[src/rtl/sdram_line_prefetcher.sv]
// rtl/sdram_line_prefetcher.sv - burst-read line prefetcher feeding a first-word-fall-through pixel FIFO
`timescale 1ns/1ps
module sdram_line_prefetcher #(
  parameter int WordLength   = 16,
  parameter int AddressWidth = 24,
  parameter int BurstLength  = 8,
  parameter int LineBursts   = 80,
  parameter int FifoDepth    = 32
) (
  input  logic                    CLK,
  input  logic                    RST,
  input  logic                    i_line_start,
  input  logic [AddressWidth-1:0] i_line_base,
  output logic                    o_sdram_enable,
  output logic                    o_sdram_rw,
  output logic [AddressWidth-1:0] o_sdram_addr,
  input  logic                    i_sdram_busy,
  input  logic                    i_sdram_valid_rd,
  input  logic [WordLength-1:0]   i_sdram_data,
  output logic [WordLength-1:0]   o_pix_data,
  output logic                    o_pix_valid,
  input  logic                    i_pix_ready,
  output logic                    o_fetch_done,
  output logic                    o_underflow,
  output logic                    o_busy
);
  localparam int WcW  = $clog2(BurstLength) + 1;
  localparam int BcW  = $clog2(LineBursts) + 1;
  localparam int CntW = $clog2(FifoDepth) + 1;
  localparam int PtrW = $clog2(FifoDepth);
  localparam logic [WcW-1:0]          WordsPerBurst = WcW'(BurstLength);
  localparam logic [BcW-1:0]          BurstsPerLine = BcW'(LineBursts);
  localparam logic [CntW-1:0]         Depth         = CntW'(FifoDepth);
  localparam logic [CntW-1:0]         Room          = CntW'(BurstLength);
  localparam logic [AddressWidth-1:0] AddrStep      = AddressWidth'(BurstLength);

  typedef enum logic [2:0] {IDLE, WAIT_ROOM, ISSUE, RECEIVE, DRAIN} state_e;

  state_e                  state_q, state_d;
  logic [AddressWidth-1:0] addr_q, addr_d;
  logic [BcW-1:0]          burst_q, burst_d;
  logic [WcW-1:0]          word_q, word_d;
  logic                    fetch_done_q, fetch_done_d;
  logic                    underflow_q, underflow_d;
  logic [WordLength-1:0]   mem_q [FifoDepth];
  logic [PtrW-1:0]         wr_ptr_q, rd_ptr_q;
  logic [CntW-1:0]         count_q;
  logic                    push, push_ok, pop, flush, last_word;

  assign o_sdram_rw     = 1'b1;
  assign o_sdram_addr   = addr_q;
  assign o_sdram_enable = (state_q == ISSUE) && !i_sdram_busy;
  assign o_pix_valid    = (count_q != '0);
  assign o_pix_data     = o_pix_valid ? mem_q[rd_ptr_q] : '0;
  assign o_fetch_done   = fetch_done_q;
  assign o_underflow    = underflow_q;
  assign o_busy         = (state_q != IDLE);

  assign pop       = o_pix_valid && i_pix_ready && !flush;
  assign push_ok   = push && (count_q != Depth);
  assign last_word = i_sdram_valid_rd && (word_q == WcW'(1));

  always_comb begin
    state_d      = state_q;
    addr_d       = addr_q;
    burst_d      = burst_q;
    word_d       = word_q;
    fetch_done_d = 1'b0;
    underflow_d  = underflow_q;
    push         = 1'b0;
    flush        = 1'b0;
    if (i_pix_ready && !o_pix_valid && (state_q != IDLE)) underflow_d = 1'b1;
    case (state_q)
      IDLE: ;
      WAIT_ROOM: if ((Depth - count_q) >= Room) state_d = ISSUE;
      ISSUE: if (o_sdram_enable) begin
        state_d = RECEIVE;
        word_d  = WordsPerBurst;
      end
      RECEIVE: if (i_sdram_valid_rd) begin
        push   = 1'b1;
        word_d = word_q - WcW'(1);
        if (last_word) begin
          addr_d  = addr_q + AddrStep;
          burst_d = burst_q + BcW'(1);
          if (burst_q + BcW'(1) == BurstsPerLine) begin
            state_d      = IDLE;
            fetch_done_d = 1'b1;
          end else begin
            state_d = WAIT_ROOM;
          end
        end
      end
      DRAIN: if (i_sdram_valid_rd) begin
        word_d = word_q - WcW'(1);
        if (last_word) state_d = ISSUE;
      end
      default: state_d = IDLE;
    endcase
    // A restart while a burst is outstanding must swallow that burst's remaining words.
    if (i_line_start) begin
      addr_d = i_line_base;
      if (state_q != DRAIN) begin
        flush        = 1'b1;
        push         = 1'b0;
        underflow_d  = 1'b0;
        burst_d      = '0;
        fetch_done_d = 1'b0;
        if (state_q == RECEIVE && !last_word) begin
          state_d = DRAIN;
          word_d  = word_q - WcW'(i_sdram_valid_rd);
        end else if (state_q == ISSUE && o_sdram_enable) begin
          state_d = DRAIN;
          word_d  = WordsPerBurst;
        end else begin
          state_d = ISSUE;
        end
      end
    end
  end

  always_ff @(posedge CLK or posedge RST) begin
    if (RST) begin
      state_q      <= IDLE;
      addr_q       <= '0;
      burst_q      <= '0;
      word_q       <= '0;
      fetch_done_q <= 1'b0;
      underflow_q  <= 1'b0;
      wr_ptr_q     <= '0;
      rd_ptr_q     <= '0;
      count_q      <= '0;
    end else begin
      state_q      <= state_d;
      addr_q       <= addr_d;
      burst_q      <= burst_d;
      word_q       <= word_d;
      fetch_done_q <= fetch_done_d;
      underflow_q  <= underflow_d;
      if (flush) begin
        wr_ptr_q <= '0;
        rd_ptr_q <= '0;
        count_q  <= '0;
      end else begin
        if (push_ok) wr_ptr_q <= wr_ptr_q + 1'b1;
        if (pop)     rd_ptr_q <= rd_ptr_q + 1'b1;
        count_q <= count_q + CntW'(push_ok) - CntW'(pop);
      end
    end
  end

  always_ff @(posedge CLK) begin
    if (push_ok) mem_q[wr_ptr_q] <= i_sdram_data;
  end
endmodule

[config.mk]
export PLATFORM = sky130hd
export DESIGN_NAME = sdram_line_prefetcher
export DESIGN_NICKNAME = d
export VERILOG_FILES = /design/src/rtl/sdram_line_prefetcher.sv
export SDC_FILE = /design/constraint.sdc
export NUM_CORES = 1
export LEC_CHECK = 0
export CORE_ASPECT_RATIO = 1.4
export CORE_MARGIN = 2
export CORE_UTILIZATION = 55
export DETAILED_ROUTE_END_ITERATION = 10
export PLACE_DENSITY = 0.86
export SYNTH_ARGS = -nofsm -noshare
export SYNTH_HDL_FRONTEND = slang
export SYNTH_SLANG_ARGS = --single-unit
[constraint.sdc]
create_clock -name CLK -period 3.2 [get_ports CLK]
set_input_delay 0.64 -clock CLK [delete_from_list [all_inputs] [get_ports CLK]]
set_output_delay 0.64 -clock CLK [all_outputs]
set_load 0.1 [all_outputs]
==> flow_metrics.tcl <==
set metrics [dict create \
    status "finished, violations left" \
    violations "setup timing" \
    max_freq_mhz 259 \
    reg2reg_from "count_q[2]$_DFF_PP0_" \
    r2r-end "count_q[4]$_DFF_PP0_" \
    dp_cells 1951 \
    synth_edf_count 512 \
    worst_setup_path_end_kind "output port" \
    cellPowerDensity_mw_per_mm2 784 \
    rows 88 \
    synth_compound_area_frac 0.0580 \
    highest_layer "met4" \
    remaining_drc_errors 0 \
    rrSetupSlack_ns 0.27 \
    via_count 13783 \
    crit_top_cell "buf_6" \
    grt_first_pass_wirelength_um 89700 \
    final.min_clock_period_ns 3.86 \
    crit_chain "buf_6 > buf_6 > mux4_2 > a22o_4 > a2111oi_4 > buf_4 > a211oi_4 > buf_12" \
    cts_sinks 569 \
    finalCritPeriodShare 1.21 \
    p_leak_uw 0.00947 \
    postCtsHoldBufs 0 \
    post-synth-top-area-cell "edfxtp_1" \
    ir_worst_vdd_v 0.000631 \
    cts_tree "done" \
    synthSimpleGateAreaFrac 0.0439 \
    crit_type "flip-flop to output port" \
    layout-drive-gt1-share 0.299 \
    dr.first_iter.drc_count 1839 \
    hold_class "input port to async pin" \
    grt_pass1_vias 13735 \
    tightest_slew_ns 0.672 \
    wl_met1_um 20400 \
    finalClockSkew_ns 0.0283 \
    rsz0062_at_grt "yes" \
    slew_violations 0 \
    async_flop_share 0.100 \
    synthCells 1266 \
    netlist_area_mm2 0.0231 \
    synthXorXnorAreaFrac 0.0140 \
    synth_top_flop_cell "edfxtp_1" \
    dieArea_mm2 0.0437 \
    place_ws_ns -0.0414 \
    synth.area.top_cells "edfxtp_1, mux4_2, dfrtp_1" \
    crit_slowest_cell "a2111oi_4" \
    cp_slowest_stage_delay_ns 0.58 \
    arrival_ns 3.22 \
    synthAdderAreaFrac 0.0128 \
    place_hpwl_um 33400 \
    reg2reg_depth 13 \
    synthMuxAreaShare 0.125 \
    setup_viol 16 \
    synthTopCellsByCount "edfxtp_1, mux4_2, nor2_1" \
    met2_length_um 33100 \
    max-cap-violations 0 \
    drtPass1Iterations 6 \
    htree_levels 2 \
    clockBufferDepth 3 \
    portBuffers 90 \
    synth_seq_cells 569 \
    hold_violations 0 \
    die_h_um 247 \
    area_delta_synth_final_pct 22.1 \
    fin_cells 2083 \
    utilization 0.682 \
    slew_headroom 0.550 \
    syn_nets 1335 \
    antenna_found_initial 0 \
    fin_ws_ns -0.661 \
    num_antenna_cells 0 \
    ys_types 63 \
    core_mm2 0.0414 \
    pin_count 92 \
    yosysSeqAreaShare 0.727 \
    final_area_mm2 0.0282 \
    postRouteAntennaNets 0 \
    initial_core_util 0.558 \
    track_usage 0.282 \
    avgRoutedWirePerCell_um 30.7 \
    tns_ns -7.02 \
    required_ns 2.56 \
    cp_max_fo 4 \
    grt_max_degree 53 \
    start_kind "flip-flop" \
    synth_top_cell_area_share 0.665 \
    nets 1572 \
    wl_um 64100 \
    clk_latency_ns 0.62 \
    synth_warnings 0 \
    yosys.cell_count.top_type "edfxtp_1" \
    via_per_inst 6.62 \
    gp_congestion 0.852 \
    overflow 0 \
    path_clk_slew_ns 0.07 \
    synth_top_family_by_area "multiplexers" \
    fp.dieW_um 177 \
    placed_cell_area_mm2 0.0256 \
    wl_met3_um 6450 \
    avgSynthCellArea_um2 18.3 \
    cp-startpoint "rd_ptr_q[0]$_DFFE_PP0P_" \
    cts_root_buf "clkbuf_16" \
    tritoncts.num_buffers 50 \
]
## where the power goes
part | switching (µW) | total, µW | internal, µW
Sequential | 152 | 8370 | 8220
Combinational | 4290 | 7500 | 3200
Clock | 2840 | 6260 | 3420
## sequential cells by signal, indices dropped and copies added, names as in the netlist
| register | count |
|---|---|
| mem_q | 512 |
| o_sdram_addr | 24 |
| burst_q | 8 |
| count_q | 6 |
| rd_ptr_q | 5 |
| wr_ptr_q | 5 |
| word_q | 4 |
| state_q | 3 |
| o_fetch_done | 1 |
| o_underflow | 1 |
## worst max path at each step
stage,end,slack [ns]
after floorplan,o_pix_data[8],-1.15
final,o_pix_data[11],-0.66
after detailed placement,o_pix_data[11],-0.04
after global routing,o_pix_data[11],-0.67
after global placement,count_q[4]$_DFF_PP0_,0.08
after CTS,o_pix_data[9],-0.39
## area by class of cell
| class | instances | area [µm²] |
|---|---|---|
| clock buffer | 59 | 1280 |
| clock inverter | 33 | 399 |
| fill | 2458 | 13200 |
| inverter | 21 | 78.8 |
| multi-input combinational | 605 | 6310 |
| sequential | 569 | 16800 |
| tap | 540 | 676 |
| timing repair buffer | 256 | 2670 |
## critical path: cells and delay by family, from the launching register on
kind            cells  cell delay [ns]
flops               1             0.51
buf+inv             4             0.71
mux                 1             0.45
compound gates      3             0.95
## layer usage
layer / global-route usage / vias up
met5: 0 / -
met4: 0.146 / 0
met3: 0.0478 / 217
met2: 0.486 / 1068
met1: 0.342 / 6937
li1: - / 5561
## layout by cell type, fill, tap and decap left out, types with 11 or more instances in the layout
cell type,count
xnor2_1,15
nand2_1,49
a2111oi_4,11
nand3_1,14
dfrtp_1,53
buf_12,30
mux2i_1,58
o22ai_1,15
a22oi_1,13
o21ai_0,27
buf_6,12
edfxtp_1,512
clkbuf_16,54
inv_1,20
o221ai_1,12
mux4_2,96
xor2_1,22
buf_4,157
a21oi_1,24
clkdlybuf4s50_1,45
ha_1,22
nor2_1,69
## per-stage QoR
stage	hold WS (ns)	power [µW]
after floorplan	0.504	12800
after global placement	0.495	14800
after detailed placement	0.500	15000
after CTS	0.437	21700
after global routing	0.499	22600
final	0.420	22100
## what timing repair did
item                                    4_1_cts  5_1_grt
endpoints found under the setup margin       16       17
pin swaps                                    23       18
gates cloned                                  3        2
gates resized for setup                      59       26
buffers inserted                             17       19
## kinds of logic after synthesis
logic type,count (synthesis)
DFF,569
and+or+nand+nor,203
AOI/OAI and AO/OA,174
muxes,167
buffers and inverters,92
xor gates and xnor gates,37
adders and majority gates,23
other,1
No activity file was read; power rests on OpenSTA's default activity.
